File: config.mk
export PLATFORM = sky130hd
export DESIGN_NAME = imm_sequencer
export DESIGN_NICKNAME = d
export VERILOG_FILES = /design/src/rtl/imm_sequencer.sv
export SDC_FILE = /design/constraint.sdc
export NUM_CORES = 1
export LEC_CHECK = 0
export ABC_AREA = 1
export CAP_MARGIN = 25
export CORE_MARGIN = 5
export CORE_UTILIZATION = 33
export CTS_BUF_LIST = sky130_fd_sc_hd__clkbuf_4 sky130_fd_sc_hd__clkbuf_8 sky130_fd_sc_hd__clkbuf_16
export DETAILED_ROUTE_END_ITERATION = 10
export PLACE_DENSITY_LB_ADDON = 0.3
export REMOVE_ABC_BUFFERS = 1
export SLEW_MARGIN = 20
export SYNTH_ARGS = -nofsm -noshare
export SYNTH_HDL_FRONTEND = slang
export SYNTH_SLANG_ARGS = --single-unit
File: constraint.sdc
create_clock -name clk -period 1.5 [get_ports clk]
set_input_delay 0.225 -clock clk [delete_from_list [all_inputs] [get_ports clk]]
set_output_delay 0.225 -clock clk [all_outputs]
set_load 0.03 [all_outputs]
File: src/rtl/imm_sequencer.sv
// ---------------------------------------------------------------------------
// imm_sequencer
//   Turns a stream of 32-bit instruction words into extended immediate
//   operands. A PREFIX word (in_instr[31:26] == 6'b111111) carries the upper
//   20 bits of a long immediate. The next non-prefix word supplies the low
//   12 bits, and the pair is issued as a single LONG32 operand.
//   Other words are decoded directly into one of four short formats.
//   The operand register is one entry deep. A new word can be accepted in
//   the same cycle that the held operand issues, so no bubble is inserted.
//
// Ports
//   clk        : clock; all state changes on its rising edge
//   rst_n      : asynchronous active-low reset
//   in_valid   : an upstream instruction word is present
//   in_instr   : instruction word
//   in_ready   : the block accepts in_instr this cycle (combinational)
//   out_valid  : out_imm/out_fmt hold a valid operand
//   out_ready  : downstream consumes the operand this cycle
//   out_imm    : extended immediate operand
//   out_fmt    : format code (000 ZE5, 001 SE15, 010 ZE15, 011 SE20, 100 LONG32)
//   issue_cnt  : wrapping count of completed output transfers
//   pfx_err    : sticky flag; set when a prefix follows a prefix
// ---------------------------------------------------------------------------
module imm_sequencer #(
    parameter int CNT_W = 16
) (
    input  logic             clk,
    input  logic             rst_n,
    input  logic             in_valid,
    input  logic [31:0]      in_instr,
    output logic             in_ready,
    output logic             out_valid,
    input  logic             out_ready,
    output logic [31:0]      out_imm,
    output logic [2:0]       out_fmt,
    output logic [CNT_W-1:0] issue_cnt,
    output logic             pfx_err
);

    localparam logic [2:0] FMT_ZE5    = 3'b000;
    localparam logic [2:0] FMT_SE15   = 3'b001;
    localparam logic [2:0] FMT_ZE15   = 3'b010;
    localparam logic [2:0] FMT_SE20   = 3'b011;
    localparam logic [2:0] FMT_LONG32 = 3'b100;

    typedef enum logic [1:0] {
        EMPTY = 2'd0,
        PFX   = 2'd1,
        FULL  = 2'd2
    } state_t;

    state_t      state;
    logic [19:0] prefix;

    logic        is_pfx;
    logic        accept;
    logic        issue;
    logic [31:0] dec_imm;
    logic [2:0]  dec_fmt;

    // Bits 25:20 carry no information for any format.
    logic        unused_bits;
    assign unused_bits = ^in_instr[25:20];

    assign is_pfx   = (in_instr[31:26] == 6'b111111);
    // While an operand is held, a new word fits only if the held one leaves.
    assign in_ready = (state != FULL) || out_ready;
    assign accept   = in_valid && in_ready;
    assign issue    = out_valid && out_ready;

    // Operand that a non-prefix word would produce in the current state.
    always_comb begin
        // NOTE: defaults first so that every path assigns every output and
        // no latch is inferred.
        dec_imm = 32'd0;
        dec_fmt = FMT_ZE5;
        if (state == PFX) begin
            dec_imm = {prefix, in_instr[11:0]};
            dec_fmt = FMT_LONG32;
        end else begin
            unique case (in_instr[31:30])
                2'b00: begin
                    dec_imm = {27'd0, in_instr[14:10]};
                    dec_fmt = FMT_ZE5;
                end
                2'b01: begin
                    dec_imm = {{17{in_instr[14]}}, in_instr[14:0]};
                    dec_fmt = FMT_SE15;
                end
                2'b10: begin
                    dec_imm = {17'd0, in_instr[14:0]};
                    dec_fmt = FMT_ZE15;
                end
                default: begin
                    dec_imm = {{12{in_instr[19]}}, in_instr[19:0]};
                    dec_fmt = FMT_SE20;
                end
            endcase
        end
    end

    always_ff @(posedge clk or negedge rst_n) begin
        // NOTE: all state, including the prefix register, is cleared by the
        // asynchronous reset so that no held prefix survives it.
        if (!rst_n) begin
            state     <= EMPTY;
            out_valid <= 1'b0;
            out_imm   <= 32'd0;
            out_fmt   <= FMT_ZE5;
            issue_cnt <= '0;
            pfx_err   <= 1'b0;
            prefix    <= 20'd0;
        end else begin
            // NOTE: non-blocking assignments keep every register updated from
            // pre-edge values regardless of statement order.
            if (issue) begin
                issue_cnt <= issue_cnt + 1'b1;
            end

            unique case (state)
                EMPTY: begin
                    if (accept) begin
                        if (is_pfx) begin
                            prefix <= in_instr[19:0];
                            state  <= PFX;
                        end else begin
                            out_imm   <= dec_imm;
                            out_fmt   <= dec_fmt;
                            out_valid <= 1'b1;
                            state     <= FULL;
                        end
                    end
                end

                PFX: begin
                    if (accept) begin
                        if (is_pfx) begin
                            // A second prefix replaces the first and flags
                            // the broken pairing.
                            prefix  <= in_instr[19:0];
                            pfx_err <= 1'b1;
                        end else begin
                            out_imm   <= dec_imm;
                            out_fmt   <= dec_fmt;
                            out_valid <= 1'b1;
                            state     <= FULL;
                        end
                    end
                end

                FULL: begin
                    // In FULL, accept can only happen together with issue.
                    if (issue) begin
                        if (accept && !is_pfx) begin
                            out_imm <= dec_imm;
                            out_fmt <= dec_fmt;
                        end else if (accept) begin
                            prefix    <= in_instr[19:0];
                            out_valid <= 1'b0;
                            state     <= PFX;
                        end else begin
                            out_valid <= 1'b0;
                            state     <= EMPTY;
                        end
                    end
                end

                default: begin
                    out_valid <= 1'b0;
                    state     <= EMPTY;
                end
            endcase
        end
    end

endmodule

==> run metrics, run 1 <==
Worst Setup Start Kind flop; Max H-tree Level 3; clock sinks 75; Tot Pwr 7.915 mW; Tcrit/Tclk final 96.14%; Slew Viols, Final 0; final setup margin 0.05783 ns; Setup CP Type flop to output port; final core occ 48.19%; I/O pin total 90; post-route setup TNS 0 ns; number of global-route vias before repair 3063; Die Y 111.3 µm; GP Congestion 0.8346; final hold violation count 0; PD cells 1612 mW/mm²; CTS tree built; Fmax achieved 0.6934 GHz; Seq/Total Area, Yosys 55.41%; DRC 0; Relative slew margins 72.41%; Num CTS Buffers 9; nets 556; Netlist cell types 27; Overflow after GRT 0; arrival time at the worst endpoint 1.22 ns; Yosys top cell by area dfrtp_1; core area 0.01018 mm²; Mapped Area 0.003387 mm²; syn avg cell area 8.467 µm²; min Tclk post-route 1.442 ns; share of the synthesized area in the top cell type 55.41%; largest net degree at the start of global routing 76; Synth area leaders dfrtp_1, nand2_1, o21ai_1, nand3_1, a21oi_1; initial antenna violation count 0; dpl ws -0.3183 ns; Crit Path Max Fanout 4; Routed Antenna Nets 0; Initial Util 33.26%; final setup fails 0; drt wl/cell 13.30 µm; area grow syn2layout 44.92%; CP Capture Type output port; Initial DRC Count 120; global-route wire length before repair 14750 µm; clock skew 0.008335 ns; max-cap viol count 0; worst-skew pair later-pin latency 0.35 ns; clock transition at the registers of the reported paths 0.07 ns; Max IR drop VDD 826.9 µV; Synth top cells by count nand2_1, dfrtp_1, o21ai_1; root cell of the clock tree clkbuf_8; Tightest Pin Transition 0.4138 ns; ys flop type dfrtp_1; Detailed Route WL 8763 µm; Async S/R FF share, synth 100.0%; TritonRoute pass-1 iters 4; post-DR vias/cell 4.618; via count 3043; EDFF count, synth 0; outcome complete, no violations; share of cells above drive strength 1 16.44%; LEAKAGE 2.605 nW; top-count cell post-synth nand2_1; Hold/Removal Path Class input pin to asynchronous set/reset pin; post-detail-place hpwl 6335 µm; Port Buffers 83; Synth Instances 400; #FFs+latches synth 75; # diodes 0; gr usage total 14.49%; CTS max path bufs 2; Yosys Warn Count 0; die width 111.3 µm; Rows 37; Req. time, crit path 1.27 ns; Die Area 0.01239 mm²
cells in the final DEF (no fill, tap or decap), drive strengths merged, types with 3 or more instances in the layout:
cell           instances
clkdlybuf4s50         28
nand2                139
dfrtp                 75
xnor2                  3
clkinv                 3
inv                   32
xor2                  11
o21ai                 38
nand3                 30
buf                   43
nor2                  16
a21oi                 24
nor3                   5
clkbuf                10
dlygate4sd2           52
layout make-up:
type                       count  area (µm²)
fill                        1041        5276
sequential                    75        1877
multi-input combinational    276        1376
timing repair buffer         125        1155
tap                          136       170.2
clock buffer                  10       131.4
inverter                      32       120.1
clock inverter                 5       78.83
power by group:
group	total [mW]	switching, mW	internal, mW
clock	1.67	0.729	0.944
sequential	3.01	0.365	2.64
combinational	3.23	2.08	1.16
final timing paths:
kind                                           from                        to  slack, ns  cells past startpoint
min in group clk                        in_instr[7]     prefix[7]$_DFFE_PN0P_       0.46                      3
setup / recovery           issue_cnt[0]$_DFFE_PN0P_              issue_cnt[0]       0.06                      2
max in group asynchronous                     rst_n     prefix[5]$_DFFE_PN0P_       0.73                      3
hold / removal                                rst_n  issue_cnt[5]$_DFFE_PN0P_       0.43                      3
setup reg to reg               state[0]$_DFFE_PN0P_   out_imm[25]$_DFFE_PN0P_       0.08                      8
hold reg to reg                 pfx_err$_DFFE_PN0P_       pfx_err$_DFFE_PN0P_       0.47                      1
worst max-delay path, cell delays in order (launching register included):
cell             delay, ns
dfrtp_1               0.39
buf_4                 0.15
clkdlybuf4s15_1       0.34
flip-flops by register name (all words and copies together) (netlist names):
name,flops
state,2
prefix,20
issue_cnt,16
out_fmt,3
out_imm,32
out_valid,1
pfx_err,1
metal layers:
metal  part of all wire, %  vias up  global-route usage (%)  routed length, µm
met1                    43     1420                   18.95               3790
met4                   1.6        0                   4.623                136
li1                      -     1517                       -                  -
met2                    48       94                   22.76               4242
met3                   6.8       12                   4.913                594
met5                     0        -                       0                  0
timing repair:
item	in CTS	in global routing
hold buffers	1	0
resized for setup	53	31
pin swaps	0	1
buffers inserted	1	3
setup endpoints to repair	60	58
endpoints found under the hold margin	75	0
stage by stage:
step	cell area, µm²	cells	hold WS, ns
finish	4908	659	0.4341
global route	4908	659	0.4674
global placement	4624	640	0.2727
CTS	4786	657	0.4423
floorplan	3287	383	-0.07059
detailed placement	4624	640	0.2794
logic make-up after synthesis:
group / count (synthesis) / share of synthesized area, %
flops: 75 / 55.41
buf+inv: 49 / 6.501
compound gates: 65 / 9.974
simple gates: 194 / 23.53
mux: 2 / 0.5911
xor+xnor: 14 / 3.620
fa+ha+maj: 1 / 0.3694
(Power assumes the default switching activity.)
==> run 2, diff against run 1 <==
PLACE_DENSITY = 0.59   (was default)
PLACE_DENSITY_LB_ADDON = default   (was 0.3)
==> run 2 against run 1 <==
- global-route usage is 0.25 points lower
- worst setup slack worse by 0.018 ns
- combinational power hardly changed
- die area stayed put
- critical endpoint is now in_ready
==> run metrics, run 2 (same netlist as run 1, synthesis figures left out) <==
outcome complete, no violations; global-route wire length before repair 14370 µm; number of global-route vias before repair 2965; Worst Path Buf+Inv 3; TritonRoute pass-1 iters 4; fill count 1026; DRC 0; PD cells 1632 mW/mm²; critical path's slowest cell dfrtp_1; post-DR vias/cell 4.519; Rows 37; Die Y 111.3 µm; arrival time at the worst endpoint 1.23 ns; Tightest Pin Transition 0.3613 ns; die width 111.3 µm; max reg flops 32; Detailed Route WL 8550 µm; worst-skew pair later-pin latency 0.35 ns; Port Buffers 83; clock transition at the registers of the reported paths 0.08 ns; Max IR drop VDD 849.0 µV; core area 0.01018 mm²; Hold/Removal Path Class input pin to asynchronous set/reset pin; min Tclk post-route 1.460 ns; critical path's top delay family flip-flops; commonest non-fill, non-tap cell in the layout nand2_1; initial antenna violation count 0; share of cells above drive strength 1 15.24%; via count 2987; R2R cell count 7; FF-to-FF Start state[1]$_DFFE_PN0P_; gr usage total 14.25%; largest net degree at the start of global routing 41; LEAKAGE 2.588 nW; CTS tree built; CP Launch Point state[0]$_DFFE_PN0P_; area grow syn2layout 44.07%; # diodes 0; Die Area 0.01239 mm²; Tcrit/Tclk final 97.32%; final hold violation count 0; Tot Pwr 7.963 mW; GP Congestion 0.8528; Num CTS Buffers 9; RR Endpoint out_imm[22]$_DFFE_PN0P_; Worst Setup Start Kind flop; Largest regs out_imm x32, prefix x20, issue_cnt x16; I/O pin total 90; Fmax achieved 0.6851 GHz; slowest cell delay on critical path 0.44 ns; CP Capture Type output port; Biggest register out_imm; Max H-tree Level 3; worst setup path endpoint in_ready; CP dominant cell by count buf_6; CP Depth 4; Overflow after GRT 0; CTS max path bufs 2; Setup CP Type flop to output port; most frequent cells in the layout nand2_1, dfrtp_1, dlygate4sd2_1; final setup fails 0; final core occ 47.91%; max-cap viol count 0; Req. time, crit path 1.27 ns; clock skew 0.01013 ns; nets 557; drt wl/cell 12.93 µm; Min Hold Slack 0.2760 ns; post-detail-place hpwl 6431 µm; reg-to-reg slack, setup 0.09 ns; clock sinks 75; Routed Antenna Nets 0; root cell of the clock tree clkbuf_8; Initial DRC Count 180; Cell Chain, Critical Path inv_2, nand3_4, buf_6, buf_6; post-route setup TNS 0 ns; Relative slew margins 76.01%; RSZ-0062 raised after global routing yes; Crit Path Max Fanout 4; Slew Viols, Final 0; Initial Util 33.26%
-- run 2: final cells by class --
type,instances,area [µm²],share of cell area [%]
inverters,32,122.6,2.513
clock inverters,6,88.84,1.821
repair buffers,126,1139,23.33
multi-input cells,276,1345,27.56
well taps,136,170.2,3.487
clock buffers,10,137.6,2.821
flip-flops and latches,75,1877,38.46
-- run 2: worst min path at each step --
| stage | cells after the start | endpoint | start | slack, ns |
|---|---|---|---|---|
| 2_1_floorplan | 0 | issue_cnt[0]$_DFFE_PN0P_ | rst_n | -0.07 |
| 3_3_place_gp | 1 | issue_cnt[3]$_DFFE_PN0P_ | rst_n | 0.10 |
| 3_5_place_dp | 1 | issue_cnt[3]$_DFFE_PN0P_ | rst_n | 0.10 |
| 4_1_cts | 2 | issue_cnt[3]$_DFFE_PN0P_ | rst_n | 0.27 |
| 5_1_grt | 2 | issue_cnt[3]$_DFFE_PN0P_ | rst_n | 0.29 |
| 6_report | 2 | issue_cnt[3]$_DFFE_PN0P_ | rst_n | 0.28 |
-- run 2: through the flow --
step	instance area (µm²)	instances	setup slack, ns
finish	4880	661	0.04026
floorplan	3287	383	-1.051
detailed placement	4627	642	-0.3187
global placement	4627	642	-0.2865
CTS	4802	659	0.01297
global route	4880	661	-0.02683
-- run 2: what timing repair did --
action | in CTS | in global routing
endpoints found under the setup margin | 73 | 45
gates resized for setup | 54 | 21
hold buffers | 1 | 0
setup buffers | 0 | 2
endpoints found under the hold margin | 14 | 0
-- run 2: report_power, final --
group          total (mW)  switching [mW]  internal, mW
logic                3.21            2.06          1.15
clock network        1.73           0.752         0.982
registers            3.02           0.375          2.64
-- run 2: worst reg2reg max path, cell delays in order (launching register included) --
cell	delay, ns
dfrtp_1	0.45
inv_4	0.14
nand2_2	0.10
inv_2	0.13
a21oi_2	0.05
buf_4	0.16
a21oi_1	0.19
o21ai_1	0.08
-- run 2: per-layer routing --
layer | track usage [%] | wire (µm) | share of wire (%)
met5 | 0 | 0 | 0
met4 | 4.136 | 53 | 0.62
met1 | 18.53 | 3930 | 46
met3 | 4.858 | 521 | 6.1
met2 | 22.68 | 4045 | 47
==> run 3, diff against run 2 <==
MAX_ROUTING_LAYER = met4   (was default)
PLACE_DENSITY = 0.61   (was 0.59)
clock period = 1.25 ns   (was 1.5 ns; I/O delays follow)
==> run 3 against run 2 <==
- the run now ends with setup timing left
- utilization grew 7.4 points
- first-iteration DRC count is 62% lower
- worst hold slack improved by 0.10 ns
- critical path depth rose by 5
- critical path type is now input pin to flop
==> run metrics, run 3 (same netlist as run 1, synthesis figures left out) <==
share of cells above drive strength 1 43.27%; post-detail-place hpwl 6620 µm; reg-to-reg slack, setup -0.23 ns; Fmax achieved 0.6747 GHz; min Tclk post-route 1.482 ns; GP Congestion 0.7703; Largest regs out_imm x32, prefix x20, issue_cnt x16; Initial DRC Count 69; Routed Antenna Nets 0; Max IR drop VDD 963.6 µV; initial antenna violation count 0; Biggest register out_imm; LEAKAGE 2.856 nW; largest net degree at the start of global routing 76; RR Endpoint out_imm[25]$_DFFE_PN0P_; I/O pin total 90; Num CTS Buffers 9; commonest non-fill, non-tap cell in the layout nand2_1; Tot Pwr 10.78 mW; DRC 0; Setup CP Type input pin to flop; global-route wire length before repair 16170 µm; Die Area 0.01239 mm²; final setup margin -0.2320 ns; Overflow after GRT 0; Max H-tree Level 3; FF-to-FF Start state[0]$_DFFE_PN0P_; final setup fails 64; nets 589; Die Y 111.3 µm; gr usage total 16.49%; clock transition at the registers of the reported paths 0.08 ns; arrival time at the worst endpoint 1.72 ns; failing checks setup timing; R2R cell count 6; Port Buffers 83; Initial Util 33.26%; Relative slew margins 71.02%; via count 3271; Tightest Pin Transition 0.4347 ns; max-cap viol count 0; PD cells 1915 mW/mm²; Rows 37; CTS max path bufs 2; CP Capture Type flop; post-route setup TNS -11.01 ns; worst-skew pair later-pin latency 0.35 ns; die width 111.3 µm; Layout Cells excl Fill 693; Req. time, crit path 1.49 ns; number of global-route vias before repair 3343; drt wl/cell 15.38 µm; Worst Setup Start Kind input pin; Slew Viols, Final 0; most frequent cells in the layout nand2_1, dfrtp_1, buf_4; core area 0.01018 mm²; post-DR vias/cell 4.720; area grow syn2layout 66.20%; clock skew 0.01026 ns; # diodes 0; CTS tree built; Tcrit/Tclk final 118.6%; placed insts 654; final hold violation count 0; clock sinks 75; Crit Path Max Fanout 10; RSZ-0062 raised after global routing yes; Hold/Removal Path Class input pin to asynchronous set/reset pin; Detailed Route WL 10660 µm; outcome complete, but fails checks; TritonRoute pass-1 iters 4; root cell of the clock tree clkbuf_8; max reg flops 32
## run 3: cell types whose count changed in the layout (fill, tap and decap cells not counted), sizes merged
cell	delta
buf	+75
clkinv	-2
clkbuf	+11
clkinvlp	-2
clkdlybuf4s15	+2
bufinv	-1
dlygate4sd2	-51
## run 3: power by group
group / internal [mW] / switching, mW
clock network: 1.16 / 0.878
logic: 2.10 / 2.91
registers: 3.18 / 0.565
total: 6.43 / 4.35
## run 3: what timing repair did
item | in CTS | in global routing
endpoints found under the hold margin | 75 | 0
hold buffers | 1 | 0
setup endpoints to repair | 91 | 97
resized for setup | 120 | 119
cloned | 3 | 8
setup buffers | 5 | 7
pin swaps | 8 | 21
## run 3: how the worst max path moves through the flow
stage | startpoint | endpoint | slack, ns | cells past startpoint
finish | out_ready | out_imm[25]$_DFFE_PN0P_ | -0.23 | 9
global route | state[0]$_DFFE_PN0P_ | out_imm[25]$_DFFE_PN0P_ | -0.31 | 8
CTS | state[0]$_DFFE_PN0P_ | in_ready | -0.14 | 4
detailed placement | out_ready | issue_cnt[12]$_DFFE_PN0P_ | -0.52 | 8
global placement | out_ready | issue_cnt[10]$_DFFE_PN0P_ | -0.53 | 8
floorplan | out_valid$_DFFE_PN0P_ | prefix[0]$_DFFE_PN0P_ | -1.30 | 7
## run 3: routing by layer
layer / part of all wire, % / vias up / track usage, %
li1: - / 1591 / -
met1: 43 / 1590 / 19.79
met2: 52 / 86 / 27.38
met3: 4.6 / 4 / 5.459
met4: 0.53 / 0 / 3.163
met5: 0 / - / -
## run 3: layout make-up
type / count / area [µm²]
multi-input combinational: 276 / 1697
timing repair buffer: 158 / 1543
tap: 136 / 170.2
clock inverter: 1 / 30.03
sequential: 75 / 1877
inverter: 32 / 125.1
fill: 959 / 4556
clock buffer: 15 / 187.7
## run 3: through the flow
step	instance area (µm²)	utilization, %	setup slack, ns	hold slack (ns)
floorplan	3287	-	-1.301	-0.1081
global placement	4674	45.90	-0.5274	0.2379
detailed placement	4674	45.90	-0.5232	0.2446
CTS	5214	51.19	-0.1352	0.4101
global route	5629	55.27	-0.3131	0.4189
finish	5629	55.27	-0.2320	0.3778
## run 3: critical path, stage by stage
cell and delay [ns]:
clkdlybuf4s50_1 0.54, inv_1 0.10, nand3_4 0.12, nand2_8 0.08
nor2_4 0.18, nand2_8 0.15, clkbuf_16 0.21, nand2_1 0.07
o21ai_1 0.07
